**config.mk**
```make
export PLATFORM = sky130hd
export DESIGN_NAME = multi_lane_segmenter_flat
export DESIGN_NICKNAME = d
export VERILOG_FILES = /design/src/rtl/multi_lane_segmenter_pkg.sv /design/src/rtl/multi_lane_segmenter_if.sv /design/src/rtl/multi_lane_segmenter_segment_lane.sv /design/src/rtl/multi_lane_segmenter.sv /design/src/flat_wrapper.sv
export SDC_FILE = /design/constraint.sdc
export NUM_CORES = 2
export LEC_CHECK = 0
export BUFFER_PORTS_ARGS = -buffer_cell sky130_fd_sc_hd__buf_4
export CAP_MARGIN = 10
export CORE_AREA = 2 2 531 533
export CTS_CLUSTER_DIAMETER = 80
export DETAILED_ROUTE_END_ITERATION = 12
export DIE_AREA = 0 0 533 535
export GPL_TIMING_DRIVEN = 0
export PLACE_DENSITY = 0.33
export SYNTH_ARGS = -nofsm -noshare
export SYNTH_HDL_FRONTEND = slang
export SYNTH_SLANG_ARGS = --single-unit
export TNS_END_PERCENT = 1
```
**constraint.sdc**
```tcl
create_clock -name clk -period 3.65 [get_ports clk]
set_input_delay 0.1825 -clock clk [delete_from_list [all_inputs] [get_ports clk]]
set_output_delay 0.1825 -clock clk [all_outputs]
set_load 0.005 [all_outputs]
```
**src/rtl/multi_lane_segmenter_pkg.sv**
```systemverilog
// Shared definitions for the multi-lane segmenter.
//   phase_t       : lane phase, SKIP (first region) or PASS (main region)
//   DEF_SKIP_LEN  : default reset value of a lane's active skip length
//   DEF_SEG_LEN   : default reset value of a lane's active segment length
//   lane_lo()     : low bit index of lane 'lane' inside a packed per-lane bus
package multi_lane_segmenter_pkg;

  typedef enum logic {
    PH_SKIP = 1'b0,
    PH_PASS = 1'b1
  } phase_t;

  localparam int DEF_SKIP_LEN = 5000;
  localparam int DEF_SEG_LEN  = 31250;

  function automatic int lane_lo(input int lane, input int width);
    return lane * width;
  endfunction

endpackage

```
**src/rtl/multi_lane_segmenter_if.sv**
```systemverilog
// Stream bundle of the multi-lane segmenter: one input stream and two output
// streams (main and first/skip region), each NUM_LANES lanes wide and packed
// with lane i at [i*DATA_W +: DATA_W] for data, bit i for the scalar controls.
//   master : the segmenter's view (consumes s_axis, drives m_axis/m_first_axis)
//   slave  : the surrounding environment's view (the mirror image)
interface multi_lane_segmenter_if #(
  parameter int NUM_LANES = 5,
  parameter int DATA_W    = 76
);
  logic [NUM_LANES*DATA_W-1:0] s_axis_tdata;
  logic [NUM_LANES-1:0]        s_axis_tvalid;
  logic [NUM_LANES-1:0]        s_axis_tlast;
  logic [NUM_LANES-1:0]        s_axis_tready;

  logic [NUM_LANES*DATA_W-1:0] m_axis_tdata;
  logic [NUM_LANES-1:0]        m_axis_tvalid;
  logic [NUM_LANES-1:0]        m_axis_tlast;
  logic [NUM_LANES-1:0]        m_axis_tready;

  logic [NUM_LANES*DATA_W-1:0] m_first_axis_tdata;
  logic [NUM_LANES-1:0]        m_first_axis_tvalid;
  logic [NUM_LANES-1:0]        m_first_axis_tlast;
  logic [NUM_LANES-1:0]        m_first_axis_tready;

  modport master (
    input  s_axis_tdata, s_axis_tvalid, s_axis_tlast,
    output s_axis_tready,
    output m_axis_tdata, m_axis_tvalid, m_axis_tlast,
    input  m_axis_tready,
    output m_first_axis_tdata, m_first_axis_tvalid, m_first_axis_tlast,
    input  m_first_axis_tready
  );

  modport slave (
    output s_axis_tdata, s_axis_tvalid, s_axis_tlast,
    input  s_axis_tready,
    input  m_axis_tdata, m_axis_tvalid, m_axis_tlast,
    output m_axis_tready,
    input  m_first_axis_tdata, m_first_axis_tvalid, m_first_axis_tlast,
    output m_first_axis_tready
  );
endinterface

```
**src/rtl/multi_lane_segmenter_segment_lane.sv**
```systemverilog
// One segmenter lane: splits each input frame into a skip region (first port)
// and a main region (main port) re-framed into seg_len-sample segments.
// Ports:
//   clk, rst                        clock, synchronous active-high reset
//   cfg_skip_len, cfg_seg_len       new lengths, captured into the shadow on cfg_load
//   s_tdata/s_tvalid/s_tlast/s_tready   input stream
//   m_*                             main-region output stream
//   f_*                             first (skip) region output stream
//   frame_err                       1-cycle pulse: frame ended inside the skip region
module segment_lane
  import multi_lane_segmenter_pkg::*;
#(
  parameter int DATA_W   = 76,
  parameter int CNT_W    = 16,
  parameter int DEF_SKIP = DEF_SKIP_LEN,
  parameter int DEF_SEG  = DEF_SEG_LEN
) (
  input  logic              clk,
  input  logic              rst,
  input  logic [CNT_W-1:0]  cfg_skip_len,
  input  logic [CNT_W-1:0]  cfg_seg_len,
  input  logic              cfg_load,
  input  logic [DATA_W-1:0] s_tdata,
  input  logic              s_tvalid,
  input  logic              s_tlast,
  output logic              s_tready,
  output logic [DATA_W-1:0] m_tdata,
  output logic              m_tvalid,
  output logic              m_tlast,
  input  logic              m_tready,
  output logic [DATA_W-1:0] f_tdata,
  output logic              f_tvalid,
  output logic              f_tlast,
  input  logic              f_tready,
  output logic              frame_err
);
  localparam logic [CNT_W-1:0] DEF_SKIP_V = CNT_W'(DEF_SKIP);
  localparam logic [CNT_W-1:0] DEF_SEG_V  = CNT_W'(DEF_SEG);
  localparam logic [CNT_W-1:0] ONE        = CNT_W'(1);

  phase_t             phase_reg, phase_next;
  logic [CNT_W-1:0]   skip_cnt_reg, skip_cnt_next;
  logic [CNT_W-1:0]   seg_cnt_reg, seg_cnt_next;
  logic [CNT_W-1:0]   act_skip_reg, act_skip_next;
  logic [CNT_W-1:0]   act_seg_reg, act_seg_next;
  logic [CNT_W-1:0]   shd_skip_reg, shd_skip_next;
  logic [CNT_W-1:0]   shd_seg_reg, shd_seg_next;
  logic               pending_reg, pending_next;
  logic               hold_valid_reg, hold_valid_next;
  logic [DATA_W-1:0]  hold_data_reg, hold_data_next;
  logic               hold_last_reg, hold_last_next;
  logic               hold_dest_reg, hold_dest_next;   // 0: first port, 1: main port
  logic               frame_err_reg, frame_err_next;

  logic accept, frame_start, skip_at_end, seg_at_end;

  // The holding register frees up in the same cycle it is drained, so input
  // readiness follows the selected downstream ready combinationally.
  assign s_tready = ~hold_valid_reg | (hold_dest_reg ? m_tready : f_tready);
  assign accept   = s_tvalid & s_tready;

  // SKIP is only ever entered with a non-zero skip length, so skip_len-1 is safe.
  assign skip_at_end = (skip_cnt_reg == act_skip_reg - ONE);
  // A zero segment length disables segment-based tlast entirely.
  assign seg_at_end  = (act_seg_reg != '0) && (seg_cnt_reg == act_seg_reg - ONE);

  assign f_tvalid  = hold_valid_reg & ~hold_dest_reg;
  assign m_tvalid  = hold_valid_reg & hold_dest_reg;
  assign f_tlast   = f_tvalid & hold_last_reg;
  assign m_tlast   = m_tvalid & hold_last_reg;
  assign f_tdata   = hold_data_reg;
  assign m_tdata   = hold_data_reg;
  assign frame_err = frame_err_reg;

  always_comb begin
    phase_next      = phase_reg;
    skip_cnt_next   = skip_cnt_reg;
    seg_cnt_next    = seg_cnt_reg;
    act_skip_next   = act_skip_reg;
    act_seg_next    = act_seg_reg;
    shd_skip_next   = shd_skip_reg;
    shd_seg_next    = shd_seg_reg;
    pending_next    = pending_reg;
    hold_valid_next = hold_valid_reg;
    hold_data_next  = hold_data_reg;
    hold_last_next  = hold_last_reg;
    hold_dest_next  = hold_dest_reg;
    frame_err_next  = 1'b0;
    frame_start     = 1'b0;

    if (hold_valid_reg && (hold_dest_reg ? m_tready : f_tready)) begin
      hold_valid_next = 1'b0;
    end

    if (accept) begin
      hold_valid_next = 1'b1;
      hold_data_next  = s_tdata;
      if (phase_reg == PH_SKIP) begin
        hold_dest_next = 1'b0;
        hold_last_next = skip_at_end | s_tlast;
        if (s_tlast) begin
          frame_start    = 1'b1;
          frame_err_next = (skip_cnt_reg < act_skip_reg - ONE);
        end else if (skip_at_end) begin
          phase_next    = PH_PASS;
          skip_cnt_next = '0;
        end else begin
          skip_cnt_next = skip_cnt_reg + ONE;
        end
      end else begin
        hold_dest_next = 1'b1;
        hold_last_next = seg_at_end | s_tlast;
        if (s_tlast) begin
          frame_start = 1'b1;
        end else if (seg_at_end) begin
          seg_cnt_next = '0;
        end else begin
          seg_cnt_next = seg_cnt_reg + ONE;
        end
      end
    end

    // Frame start consumes the shadow captured before this beat; a cfg_load in
    // the same cycle lands in the shadow afterwards and waits one more frame.
    if (frame_start) begin
      skip_cnt_next = '0;
      seg_cnt_next  = '0;
      if (pending_reg) begin
        act_skip_next = shd_skip_reg;
        act_seg_next  = shd_seg_reg;
        pending_next  = 1'b0;
      end
      phase_next = (act_skip_next == '0) ? PH_PASS : PH_SKIP;
    end

    if (cfg_load) begin
      shd_skip_next = cfg_skip_len;
      shd_seg_next  = cfg_seg_len;
      pending_next  = 1'b1;
    end
  end

  always_ff @(posedge clk) begin
    if (rst) begin
      phase_reg      <= (DEF_SKIP_V == '0) ? PH_PASS : PH_SKIP;
      skip_cnt_reg   <= '0;
      seg_cnt_reg    <= '0;
      act_skip_reg   <= DEF_SKIP_V;
      act_seg_reg    <= DEF_SEG_V;
      shd_skip_reg   <= '0;
      shd_seg_reg    <= '0;
      pending_reg    <= 1'b0;
      hold_valid_reg <= 1'b0;
      hold_data_reg  <= '0;
      hold_last_reg  <= 1'b0;
      hold_dest_reg  <= 1'b0;
      frame_err_reg  <= 1'b0;
    end else begin
      phase_reg      <= phase_next;
      skip_cnt_reg   <= skip_cnt_next;
      seg_cnt_reg    <= seg_cnt_next;
      act_skip_reg   <= act_skip_next;
      act_seg_reg    <= act_seg_next;
      shd_skip_reg   <= shd_skip_next;
      shd_seg_reg    <= shd_seg_next;
      pending_reg    <= pending_next;
      hold_valid_reg <= hold_valid_next;
      hold_data_reg  <= hold_data_next;
      hold_last_reg  <= hold_last_next;
      hold_dest_reg  <= hold_dest_next;
      frame_err_reg  <= frame_err_next;
    end
  end
endmodule

```
**src/rtl/multi_lane_segmenter.sv**
```systemverilog
// NUM_LANES independent segmenter lanes behind one stream bundle.
// Ports:
//   clk, rst          clock, synchronous active-high reset
//   cfg_skip_len      per-lane skip length, lane i at [i*CNT_W +: CNT_W]
//   cfg_seg_len       per-lane segment length, same packing
//   cfg_load          per-lane shadow load pulse
//   bus               input stream plus main and first-region output streams
//   frame_err         per-lane short-frame pulse
module multi_lane_segmenter
  import multi_lane_segmenter_pkg::*;
#(
  parameter int NUM_LANES = 5,
  parameter int DATA_W    = 76,
  parameter int CNT_W     = 16,
  parameter int DEF_SKIP  = DEF_SKIP_LEN,
  parameter int DEF_SEG   = DEF_SEG_LEN
) (
  input  logic                       clk,
  input  logic                       rst,
  input  logic [NUM_LANES*CNT_W-1:0] cfg_skip_len,
  input  logic [NUM_LANES*CNT_W-1:0] cfg_seg_len,
  input  logic [NUM_LANES-1:0]       cfg_load,
  multi_lane_segmenter_if.master     bus,
  output logic [NUM_LANES-1:0]       frame_err
);
  for (genvar gi = 0; gi < NUM_LANES; gi++) begin : g_lane
    localparam int CLO = lane_lo(gi, CNT_W);
    localparam int DLO = lane_lo(gi, DATA_W);

    segment_lane #(
      .DATA_W  (DATA_W),
      .CNT_W   (CNT_W),
      .DEF_SKIP(DEF_SKIP),
      .DEF_SEG (DEF_SEG)
    ) u_lane (
      .clk         (clk),
      .rst         (rst),
      .cfg_skip_len(cfg_skip_len[CLO +: CNT_W]),
      .cfg_seg_len (cfg_seg_len[CLO +: CNT_W]),
      .cfg_load    (cfg_load[gi]),
      .s_tdata     (bus.s_axis_tdata[DLO +: DATA_W]),
      .s_tvalid    (bus.s_axis_tvalid[gi]),
      .s_tlast     (bus.s_axis_tlast[gi]),
      .s_tready    (bus.s_axis_tready[gi]),
      .m_tdata     (bus.m_axis_tdata[DLO +: DATA_W]),
      .m_tvalid    (bus.m_axis_tvalid[gi]),
      .m_tlast     (bus.m_axis_tlast[gi]),
      .m_tready    (bus.m_axis_tready[gi]),
      .f_tdata     (bus.m_first_axis_tdata[DLO +: DATA_W]),
      .f_tvalid    (bus.m_first_axis_tvalid[gi]),
      .f_tlast     (bus.m_first_axis_tlast[gi]),
      .f_tready    (bus.m_first_axis_tready[gi]),
      .frame_err   (frame_err[gi])
    );
  end
endmodule
```
**src/flat_wrapper.sv**
```systemverilog
// flat-port wrapper written by rule: the top's interface ports become plain ports
module multi_lane_segmenter_flat import multi_lane_segmenter_pkg::*;
#(
  parameter int NUM_LANES = 5,
  parameter int DATA_W    = 76,
  parameter int CNT_W     = 16,
  parameter int DEF_SKIP  = DEF_SKIP_LEN,
  parameter int DEF_SEG   = DEF_SEG_LEN
)
  (clk, rst, cfg_skip_len, cfg_seg_len, cfg_load, frame_err, bus_s_axis_tdata, bus_s_axis_tvalid, bus_s_axis_tlast, bus_s_axis_tready, bus_m_axis_tdata, bus_m_axis_tvalid, bus_m_axis_tlast, bus_m_axis_tready, bus_m_first_axis_tdata, bus_m_first_axis_tvalid, bus_m_first_axis_tlast, bus_m_first_axis_tready);
  multi_lane_segmenter_if #(.NUM_LANES(NUM_LANES), .DATA_W(DATA_W)) bus_i ();
  input  logic clk;
  input  logic rst;
  input  logic [NUM_LANES*CNT_W-1:0] cfg_skip_len;
  input  logic [NUM_LANES*CNT_W-1:0] cfg_seg_len;
  input  logic [NUM_LANES-1:0] cfg_load;
  output logic [NUM_LANES-1:0] frame_err;
  input wire logic [$bits(bus_i.s_axis_tdata)-1:0] bus_s_axis_tdata;
  input wire logic [$bits(bus_i.s_axis_tvalid)-1:0] bus_s_axis_tvalid;
  input wire logic [$bits(bus_i.s_axis_tlast)-1:0] bus_s_axis_tlast;
  output wire logic [$bits(bus_i.s_axis_tready)-1:0] bus_s_axis_tready;
  output wire logic [$bits(bus_i.m_axis_tdata)-1:0] bus_m_axis_tdata;
  output wire logic [$bits(bus_i.m_axis_tvalid)-1:0] bus_m_axis_tvalid;
  output wire logic [$bits(bus_i.m_axis_tlast)-1:0] bus_m_axis_tlast;
  input wire logic [$bits(bus_i.m_axis_tready)-1:0] bus_m_axis_tready;
  output wire logic [$bits(bus_i.m_first_axis_tdata)-1:0] bus_m_first_axis_tdata;
  output wire logic [$bits(bus_i.m_first_axis_tvalid)-1:0] bus_m_first_axis_tvalid;
  output wire logic [$bits(bus_i.m_first_axis_tlast)-1:0] bus_m_first_axis_tlast;
  input wire logic [$bits(bus_i.m_first_axis_tready)-1:0] bus_m_first_axis_tready;
  assign bus_i.s_axis_tdata = bus_s_axis_tdata;
  assign bus_i.s_axis_tvalid = bus_s_axis_tvalid;
  assign bus_i.s_axis_tlast = bus_s_axis_tlast;
  assign bus_s_axis_tready = bus_i.s_axis_tready;
  assign bus_m_axis_tdata = bus_i.m_axis_tdata;
  assign bus_m_axis_tvalid = bus_i.m_axis_tvalid;
  assign bus_m_axis_tlast = bus_i.m_axis_tlast;
  assign bus_i.m_axis_tready = bus_m_axis_tready;
  assign bus_m_first_axis_tdata = bus_i.m_first_axis_tdata;
  assign bus_m_first_axis_tvalid = bus_i.m_first_axis_tvalid;
  assign bus_m_first_axis_tlast = bus_i.m_first_axis_tlast;
  assign bus_i.m_first_axis_tready = bus_m_first_axis_tready;
  multi_lane_segmenter #(.NUM_LANES(NUM_LANES), .DATA_W(DATA_W), .CNT_W(CNT_W), .DEF_SKIP(DEF_SKIP), .DEF_SEG(DEF_SEG)) u_core (.clk(clk), .rst(rst), .cfg_skip_len(cfg_skip_len), .cfg_seg_len(cfg_seg_len), .cfg_load(cfg_load), .bus(bus_i), .frame_err(frame_err));
endmodule
```
==> out/metrics.cfg <==
[pwr]
fin_total_pwr_mw = 27.40
power_leakage_nw = 28.63
vdd_drop_max_mv = 0.3956
pwr_density_cell_nw_per_um2 = 409.4

[worst_setup_path]
reg2reg_slack_ns = 0.13
cp_data_required_time_ns = 4.33
crit_type = flip-flop to flip-flop
cp_top_family = simple AND/OR/NAND/NOR gates
crit_slowest_cell = or3_4
path_buf_inv = 3
cpMostUsedCell = or3_4
worstSetupEndpointType = flip-flop
critPathMaxFanout = 4
arrival_ns = 4.20
crit_path_cell_trace = inv_2, ha_4, nand2_1, or3_4, or3_4, nand2b_4, nor2_4, xnor2_1, ha_1, nand3_2, nor3_2, nand3_1, or3_4, o21bai_4, buf_4, buf_4, nor2_1, a211oi_2
start_kind = flip-flop
max_stage_delay_ns = 0.44

[logic_synthesis]
synth_warnings = 0
syn_nets = 5822
synth_mux_area_share_pct = 4.158
avgSynthCellArea_um2 = 8.093
seq_area_frac_synth_pct = 42.75
synth-simple-area-share_pct = 23.49
synth_area_leaders = dfxtp_1, nand2_1, buf_4
synth-main-ff-cell = dfxtp_1
synth_top_family_by_area = simple AND/OR/NAND/NOR gates
async_reset_ff_share_pct = 0
synth_edf_count = 0
netlist_top_cells_count = nand2_1, dfxtp_1, a21oi_1, buf_4, nor2_1
yosys.area.top_type = dfxtp_1
synth_xor_area_share_pct = 6.178
yosysMostFrequentCell = nand2_1
syn_inst = 5150
synthAdderAreaFrac_pct = 3.152
ys_types = 77
synth-compound-area-share_pct = 9.868
synth_seq_cells = 890
synth_area_um2 = 41680
synth_top_area_share_pct = 42.75

[clock_tree]
clk_latency_ns = 0.77
cts_sinks = 890
cts_buffer_depth = 3
cts_max_level = 3
cts_tree = yes
cts_inserted_buffers = 121
cts_root_buffer = clkbuf_16
clk_pin_slew_worst_paths_ns = 0.06

[finish]
final_layout_size_suffix_gt1_share_pct = 28.31
nNetsFinal = 7878
largest_reg_flops = 380
area_growth_pct = 60.59
fin_util_pct = 24.00

[placed_design]
hpwl_um = 183500
pre_cts_ws_ns = -0.5974
io_buffers = 1350
gp_congestion = 0.8651

[die]
die_h_um = 535
rows = 194
initial_core_util_pct = 14.94
pin_count = 1357
die_w_um = 533
core_um2 = 278900
dieArea_um2 = 285200

[timing]
finalSetupTns_ns = 0
hold_violations = 0
rsz0062_at_grt = yes
tightest_slew_ns = 1.187
hold_ws_ns = 0.04716
period_minus_slack_ns = 3.525
slew_viol_final = 0
setup-violations-final = 0
layout_setup_ws_ns = 0.1252
skew_ns = 0.03986
max_slew_margin_pct = 20.67
max_freq_ghz = 0.2837
fin_crit_sh_pct = 96.57

[global_routing]
grt_pass1_wl_um = 311900
grt_usage_pct = 14.89
overflow = 0
grt_max_degree = 18
antenna_found_initial = 55
grt_pass1_vias = 43280

[outcome]
status = finished, final reports clean

[route]
drc = 0
drtIter0Drc = 1793
totalWireLength_um = 222000
vias = 42640
drt-wirelength-per-cell_um = 20.08
routed_via_density = 3.858
dr.pass1.iters = 7
ant_nets = 0

[hold_path]
worstHoldPathType = primary input to flip-flop

[run]
cap_violations = 0

## worst min-delay path, delay by kind of cell
| kind | cells | cell delay, ns |
|---|---|---|
| mux | 1 | 0.20 |
| simple gates | 1 | 0.08 |
| buf+inv | 1 | 0.29 |
## report_power, final
part | total [mW] | internal, mW | switching (mW) | leakage, nW
Combinational | 4.02 | 2.16 | 1.86 | 19.2
Clock | 12.7 | 7.59 | 5.11 | 2.12
Sequential | 10.7 | 10.1 | 0.537 | 7.28
Total | 27.4 | 19.9 | 7.51 | 28.6
## path summary, 6_finish.rpt
check | from | end | depth (start not counted)
max | u_core.g_lane[1].u_lane.act_skip_reg[0]$_SDFFE_PP0P_ | u_core.g_lane[1].u_lane.hold_last_reg$_SDFFE_PP0P_ | 18
min | cfg_load[0] | u_core.g_lane[0].u_lane.shd_seg_reg[0]$_SDFFE_PP0P_ | 3
max reg2reg | u_core.g_lane[1].u_lane.act_skip_reg[0]$_SDFFE_PP0P_ | u_core.g_lane[1].u_lane.hold_last_reg$_SDFFE_PP0P_ | 18
min reg2reg | u_core.g_lane[0].u_lane.shd_seg_reg[0]$_SDFFE_PP0P_ | u_core.g_lane[0].u_lane.act_seg_reg[0]$_SDFFE_PP0P_ | 2
## cells by family (layout without fill, tap and decap cells)
logic type / count (synthesis) / in the layout
AO/OA/AOI/OAI: 739 / 739
XOR/XNOR: 294 / 294
adder cells (fa/ha/maj): 105 / 105
buffers and inverters: 738 / 2899
flip-flops: 890 / 890
multiplexers: 173 / 173
other: 0 / 17
AND/OR/NAND/NOR: 2211 / 2211
## through the flow
stage / instance area (um^2) / cells
2_1_floorplan: 41680 / 5150
3_3_place_gp: 56470 / 10220
3_5_place_dp: 56650 / 10240
4_1_cts: 66730 / 11030
5_1_grt: 66910 / 11040
6_report: 66930 / 11050
## final cells by class
class | instances | area, um^2
clock inverter | 67 | 839.6
clock buffer | 161 | 3448
tap | 3724 | 4659
inverter | 55 | 206.4
multi-input combinational | 3522 | 19750
sequential | 890 | 17820
antenna | 17 | 42.54
buffer | 682 | 4165
timing repair buffer | 1934 | 16000
fill | 30870 | 212000
## cells in the final DEF, fill, tap and decap left out, types with 16 or more instances in the layout
cell,count
buf_4,1767
nand2_1,1227
dfxtp_1,888
dlygate4sd3_1,566
a21oi_1,556
nor2_1,400
clkbuf_1,240
mux2i_1,172
xnor2_1,150
xor2_1,144
clkbuf_16,121
ha_1,104
nor3_1,97
nand3_1,82
nand3b_1,64
nand4_1,62
inv_1,53
o21ai_0,47
and3_1,46
nor4_1,41
or3_1,32
clkinv_2,28
clkbuf_8,27
buf_1,24
and4_1,21
and2_1,20
nor2b_1,19
or4_1,18
diode_2,17
o21a_1,17
nand2b_1,16
a21o_1,16
## metal layers
layer  global-route usage (%)  up-vias  wire length [um]
li1                         -    21010                 -
met1                    17.63    20090             92290
met2                    27.03     1237            111800
met3                    2.979      278             11440
met4                    4.079       24              6276
met5                        0        -               156
## timing repair
item                                   CTS  global route
buffers inserted                         3             2
gates cloned                             1             0
setup endpoints to repair               61           103
resized for setup                       29            35
pin swaps                                6             8
endpoints found under the hold margin  605             0
hold buffers                           566             0
Note: power is estimated with default switching activity, not from simulation.
